==> src/rtl/div_pkg.sv <==
// Shared types and sizing for the multicycle signed divider.
package div_pkg;

  typedef enum logic [1:0] {
    IDLE,
    CALC,
    FIX
  } div_state_t;

  localparam int DIV_WIDTH = 32;
  localparam int DIV_CNT_W = $clog2(DIV_WIDTH);

endpackage

==> src/rtl/div_unit.sv <==
// Multicycle signed restoring divider: quotient on lo, remainder on hi,
// one restoring step per clock, sign fix-up in a final cycle.
module div_unit
  import div_pkg::*;
#(
  parameter int WIDTH = DIV_WIDTH
) (
  input  logic             clk,
  input  logic             reset,
  input  logic             divControl,
  input  logic [WIDTH-1:0] a,
  input  logic [WIDTH-1:0] b,
  output logic [WIDTH-1:0] hi,
  output logic [WIDTH-1:0] lo,
  output logic             busy,
  output logic             done,
  output logic             div0
);

  localparam int CNT_W = $clog2(WIDTH);

  div_state_t       state, state_nxt;
  logic [WIDTH-1:0] mag_b, rem, quot;
  logic             neg_q, neg_r;
  logic [CNT_W-1:0] cnt;
  logic             div0_p0;
  logic [WIDTH:0]   rem_sh, rem_sub;

  function automatic logic [WIDTH-1:0] cond_neg(input logic [WIDTH-1:0] v, input logic neg);
    return neg ? (~v + WIDTH'(1)) : v;
  endfunction

  // Magnitude of a two's-complement value; -2^(WIDTH-1) maps to 2^(WIDTH-1) unsigned.
  function automatic logic [WIDTH-1:0] mag(input logic signed [WIDTH-1:0] v);
    return cond_neg($unsigned(v), v[WIDTH-1]);
  endfunction

  // One extra bit on the trial subtract: its borrow is the rem < |b| decision.
  always_comb begin
    rem_sh  = {rem, quot[WIDTH-1]};
    rem_sub = rem_sh - {1'b0, mag_b};
  end

  always_ff @(posedge clk or posedge reset) begin
    if (reset) state <= IDLE;
    else       state <= state_nxt;
  end

  always_comb begin
    state_nxt = state;
    unique case (state)
      IDLE:    if (divControl && (b != '0)) state_nxt = CALC;
      CALC:    if (cnt == CNT_W'(WIDTH - 1)) state_nxt = FIX;
      FIX:     state_nxt = IDLE;
      default: state_nxt = IDLE;
    endcase
  end

  // Busy is withheld until the first restoring step has been taken.
  always_comb begin
    busy = ((state == CALC) && (cnt != '0)) || (state == FIX);
  end

  always_ff @(posedge clk or posedge reset) begin
    if (reset) begin
      mag_b   <= '0;
      rem     <= '0;
      quot    <= '0;
      neg_q   <= 1'b0;
      neg_r   <= 1'b0;
      cnt     <= '0;
      hi      <= '0;
      lo      <= '0;
      done    <= 1'b0;
      div0_p0 <= 1'b0;
      div0    <= 1'b0;
    end else begin
      done    <= 1'b0;
      div0_p0 <= 1'b0;
      div0    <= div0_p0;
      case (state)
        IDLE: begin
          if (divControl) begin
            if (b == '0) begin
              div0_p0 <= 1'b1;
            end else begin
              mag_b <= mag(b);
              quot  <= mag(a);
              rem   <= '0;
              neg_r <= a[WIDTH-1];
              neg_q <= a[WIDTH-1] ^ b[WIDTH-1];
              cnt   <= '0;
            end
          end
        end
        CALC: begin
          if (!rem_sub[WIDTH]) begin
            rem  <= rem_sub[WIDTH-1:0];
            quot <= {quot[WIDTH-2:0], 1'b1};
          end else begin
            rem  <= rem_sh[WIDTH-1:0];
            quot <= {quot[WIDTH-2:0], 1'b0};
          end
          cnt <= cnt + CNT_W'(1);
        end
        FIX: begin
          lo   <= cond_neg(quot, neg_q);
          hi   <= cond_neg(rem, neg_r);
          done <= 1'b1;
        end
        default: ;
      endcase
    end
  end

endmodule

==> config.mk <==
export PLATFORM = sky130hd
export DESIGN_NAME = div_unit
export DESIGN_NICKNAME = d
export VERILOG_FILES = /design/src/rtl/div_pkg.sv /design/src/rtl/div_unit.sv
export SDC_FILE = /design/constraint.sdc
export NUM_CORES = 1
export LEC_CHECK = 0
export ABC_AREA = 0
export ABC_CLOCK_PERIOD_IN_PS = 8000
export CORE_AREA = 2 2 159 161
export CTS_CLUSTER_SIZE = 28
export DETAILED_ROUTE_END_ITERATION = 10
export DIE_AREA = 0 0 161 163
export PLACE_DENSITY = 0.64
export SLEW_MARGIN = 20
export SYNTH_ARGS = -nofsm -noshare
export SYNTH_HDL_FRONTEND = slang
export SYNTH_SLANG_ARGS = --single-unit
==> constraint.sdc <==
create_clock -name clk -period 8 [get_ports clk]
set_input_delay 1.6 -clock clk [delete_from_list [all_inputs] [get_ports clk]]
set_output_delay 1.6 -clock clk [all_outputs]
set_load 0.05 [all_outputs]
# Word-level counts from Yosys, hierarchy flattened
# Index checks and enable logic that the tools add are counted.
[totals]
regBits = 172
inputBits = 67
output_inout_bits = 67
[classes]
n_addsub = 6
n_eq_ne = 7
n_mux = 22
bitwise_logic = 6
reduce_logical = 11
[op_table]
columns = ["operator", "count"]
rows = [
  ["two-way mux 32 bit", 9],
  ["adder 32 x 1 -> 32 bit, second input constant", 4],
  ["NOT 32 bit", 4],
  ["case mux 32 bit (2 select lines)", 2],
  ["subtractor 33 x 32 -> 33 bit", 1],
  ["zero test 32 bit", 1],
  ["nonzero test 32 bit", 1],
  ["two-way mux 5 bit", 2],
  ["case mux 5 bit (2 select lines)", 1],
  ["inequality test 2 bit, second input constant", 4],
  ["AND reduction 3 bit", 2],
  ["adder 5 x 1 -> 5 bit, second input constant", 1],
  ["equality test 5 bit, second input constant", 1],
  ["two-way mux 1 bit", 5],
  ["nonzero test 5 bit", 1],
  ["two-way mux 2 bit", 2],
  ["case mux 2 bit (2 select lines)", 1],
  ["equality test 2 x 1 -> 1 bit, second input constant", 1],
  ["equality test 2 bit, second input constant", 1],
  ["logical AND 1 bit", 2],
  ["zero test 2 bit", 1],
  ["AND reduction 2 bit", 1],
  ["nonzero test 2 bit", 1],
  ["logical OR 1 bit", 1],
  ["2 further kinds", 2],
]

# Logic depth before layout (Yosys ltp)
[depth]
ltp_word = 6
depth_mapped = 13

# Worst setup path before layout
# OpenSTA, ideal clock, no wires.
[synth_path]
path_kind = "input-to-reg"
from = "in b[8]"
to = "reg mag_b[27]"
arrival_ns = 3.852
slack_ns = 4.013
path_stages = 8
n_path_buf = 0
cell_sequence = "or4_1 > or2_1 > or3_1 > or3_4 > or3_4 > o31ai_2 > xor2_1 > o21ai_0"
[synth_between]
elab_chain_len = 3
elab_cells_between_ends = 6
cone_classes = "1 x add/sub; 1 x mux; 2 x bitwise; 2 x reduce/logical"
[synth_lines]
columns = ["element", "line", "text"]
rows = [
  ["start, declared", "div_unit.sv:12", "input logic [WIDTH-1:0] b,"],
  ["NOT 32 bit / zero test 32 bit (equally long branches)", "div_unit.sv:30, div_unit.sv:84", ""],
  ["adder 32 x 1 -> 32 bit / NOT 1 bit (equally long branches)", "--", ""],
  ["two-way mux 32 bit / AND reduction 3 bit (equally long branches)", "--", ""],
  ["end signal, assigned", "div_unit.sv:87", "mag_b <= mag(b);"],
  ["end, declared", "div_unit.sv:23", "logic [WIDTH-1:0] mag_b, rem, quot;"],
]
# Several ways; a longest one is shown, not always the timed one.
# A chain may end at the register's enable or synchronous reset.

# Final worst setup path
[layout_path]
from = "in b[6]"
to = "reg quot[25]"
[layout_between]
elab_chain_len = 3
[layout_lines]
columns = ["element", "line", "text"]
rows = [
  ["zero test 32 bit", "div_unit.sv:84", "if (b == '0) begin"],
  ["inequality test 2 bit (no line)", "--", ""],
  ["AND reduction 3 bit (no line)", "--", ""],
  ["end signal, assigned", "div_unit.sv:88", "quot <= mag(a);"],
  ["end signal, assigned", "div_unit.sv:99", "quot <= {quot[WIDTH-2:0], 1'b1};"],
  ["end signal, assigned", "div_unit.sv:102", "quot <= {quot[WIDTH-2:0], 1'b0};"],
  ["end, declared", "div_unit.sv:23", ""],
]
# Every way passes these cells.

==> out/results.ini <==
[detailed_routing]
drt_first_pass_iters=5
drc=0
drt_iter0_markers=822
dr_total_vias=9464
wire_per_inst_um=16.34
vias_per_cell=5.567
routed_wl_um=27780
antenna_left=0

[clock_network]
ctsLongestPathBuffers=2
htree_levels=4
clk_pin_slew_ns=0.07
numCtsBuffers=17
clock-root-buffer=clkbuf_16
cts_hold_buf=0
post_cts_buffers=0
insertion_delay_ns=0.43
clock_sinks=172
cts_resized=0
cts_tree=yes

[min_path]
hold_class=reg2reg

[yosys]
syn_nets=1369
synth_seq_cells=172
synth_warnings=0
yosysTopAreaCell=dfrtp_1
synth_edf_count=0
synth_cell_types=67
synthTopCellsByArea=dfrtp_1 (40%), o21ai_0 (7.8%), xor2_1 (7.4%), nand2_1 (6.2%), ha_1 (4.5%)
ys.flop_type=dfrtp_1
synthArstFlopShare=1.000
syn_avg_cell_area_um2=8.616
synth_top_area_share=0.3959
synthesis.area_um2=10870
ys_seq_area_frac=0.3959
synth_cells=1262

[placed_design]
io_buffers=133
post-dp-hpwl_um=20280
preCtsSetupSlack_ns=2.950
gp_congestion=0.9242

[floorplan]
die_y_um=163
ios=134
die_w_um=161
dieArea_um2=26240
start_util=0.4407
rows=58
core_area_um2=24670

[power]
p_per_area_nw_per_um2=406.1
p_leak_nw=5.404
peakVddDrop_mv=0.2806

[timing]
worst_pin_slew_ns=1.009
hold_violations=0
period_minus_slack_ns=4.582
report.final.slew_viol_count=0
fin_skew_ns=0.01006
fmax_mhz=218.3
maxSlewHeadroom=0.3272
period_share=0.5727
setup_ws_ns=3.418
tns_ns=0
rsz0062_at_grt=no
setup_violations=0

[worst_setup_path]
cpMostUsedCell=or2_1
cp-start-kind=input pin
path_max_fanout=46
cp_data_required_time_ns=8.35
end_kind=flip-flop
path_cells=clkdlybuf4s50_1 > or4_1 > or2_1 > or4_4 > nor3_2 > nand2_1 > a21oi_1 > or2_1 > buf_4 > a22oi_1 > o21ai_0
cpPeakStageDelay_ns=0.54
worstSetupPathType=in2reg
crit_path_top_delay_cell=or4_4
critPathArrivalTime_ns=4.93

[global_route]
grt_start_max_net_pins=130
grt_first_pass_wirelength_um=45030
antenna_found_initial=0
gr-usage-all-layers=0.2141
grt_pass1_vias=8408
grt_overflow=0

[final_layout]
layout-drive-gt1-share=0.04964
area_growth_pct=19.92
seq_area_um2=4304
num_antenna_cells=0
most-common-layout-cells=nand2_1 (179), dfrtp_1 (172), o21ai_0 (170)
fillers=2358
layout_commonest_cell=nand2_1
final_nets=1464
multi_input_area_um2=6107

[job]
cap_viol_max_count=0

[status]
status=finished clean

-- report_power, final --
group / switching, mW / internal, mW / total (mW)
Sequential: 0.429 / 1.17 / 1.60
Clock: 0.396 / 0.414 / 0.810
Combinational: 1.69 / 1.20 / 2.89
Total: 2.52 / 2.78 / 5.29
-- per-layer routing --
metal / part of all wire / up-vias / track usage
met5: 0 / - / 0
met2: 0.42 / 266 / 0.3102
met4: 0.011 / 0 / 0.05032
li1: - / 4695 / -
met3: 0.050 / 22 / 0.02419
met1: 0.52 / 4481 / 0.3392
-- cells by family after synthesis --
group / Yosys count / synth area share
buffers and inverters: 127 / 0.04511
flip-flops: 172 / 0.3959
AO/OA/AOI/OAI: 375 / 0.2159
adder cells (fa/ha/maj): 40 / 0.04672
AND/OR/NAND/NOR: 395 / 0.1712
multiplexers: 5 / 0.004603
XOR/XNOR: 148 / 0.1206
-- worst paths after layout --
check	from	to	slack (ns)	depth (start not counted)
setup reg to reg	mag_b[0]	rem[22]	3.80	11
setup / recovery	b[6]	quot[25]	3.42	11
max in group asynchronous	reset	quot[10]	4.87	3
min in group asynchronous	reset	lo[29]	1.73	2
hold / removal	div0_p0	div0	0.36	0
hold reg to reg	div0_p0	div0	0.36	0
-- layout make-up --
type / count / share of cell area
Multi-Input combinational cell: 963 / 0.4684
Tap cell: 330 / 0.03167
Clock inverter: 15 / 0.01142
Inverter: 60 / 0.01766
Timing Repair Buffer: 143 / 0.1081
Sequential cell: 172 / 0.3301
Clock buffer: 17 / 0.03263
-- synth_stat cells (8+ instances only) --
| cell | number |
|---|---|
| nand2_1 | 179 |
| dfrtp_1 | 172 |
| o21ai_0 | 170 |
| xor2_1 | 92 |
| nor2_1 | 70 |
| inv_1 | 60 |
| clkbuf_1 | 54 |
| xnor2_1 | 54 |
| a21oi_1 | 50 |
| nand3_1 | 46 |
| ha_1 | 39 |
| o31ai_1 | 33 |
| o22ai_1 | 19 |
| o41ai_1 | 19 |
| o311ai_0 | 14 |
| or4_1 | 14 |
| nand2b_1 | 13 |
| or3_1 | 12 |
| nand4_1 | 11 |
| nor3_1 | 9 |
| a21o_1 | 8 |
| nor4_1 | 8 |
-- registers in the layout, indices dropped and copies added, names as in the netlist --
signal   cells
div0_p0      1
lo          32
hi          32
neg_r        1
rem         32
cnt          5
neg_q        1
div0         1
done         1
mag_b       32
state        2
quot        32
-- critical path: cells and delay by family --
family	cells	cell delay (ns)
AO/OA/AOI/OAI	3	0.50
buffers and inverters	2	0.93
AND/OR/NAND/NOR	6	1.88
-- metrics by stage --
step           std cells  utilization  hold slack [ns]  cell area [µm²]  power [mW]
6_report            1700       0.5284           0.3566            13040       5.295
5_1_grt             1700       0.5284           0.3683            13040       5.753
4_1_cts             1700       0.5283           0.3596            13040       5.285
3_5_place_dp        1668       0.5050           0.3418            12460       4.462
3_3_place_gp        1668       0.5050           0.3369            12460       4.405
2_1_floorplan       1262            -           0.3312            10870       3.712
Power figures use the tool's default switching activity.
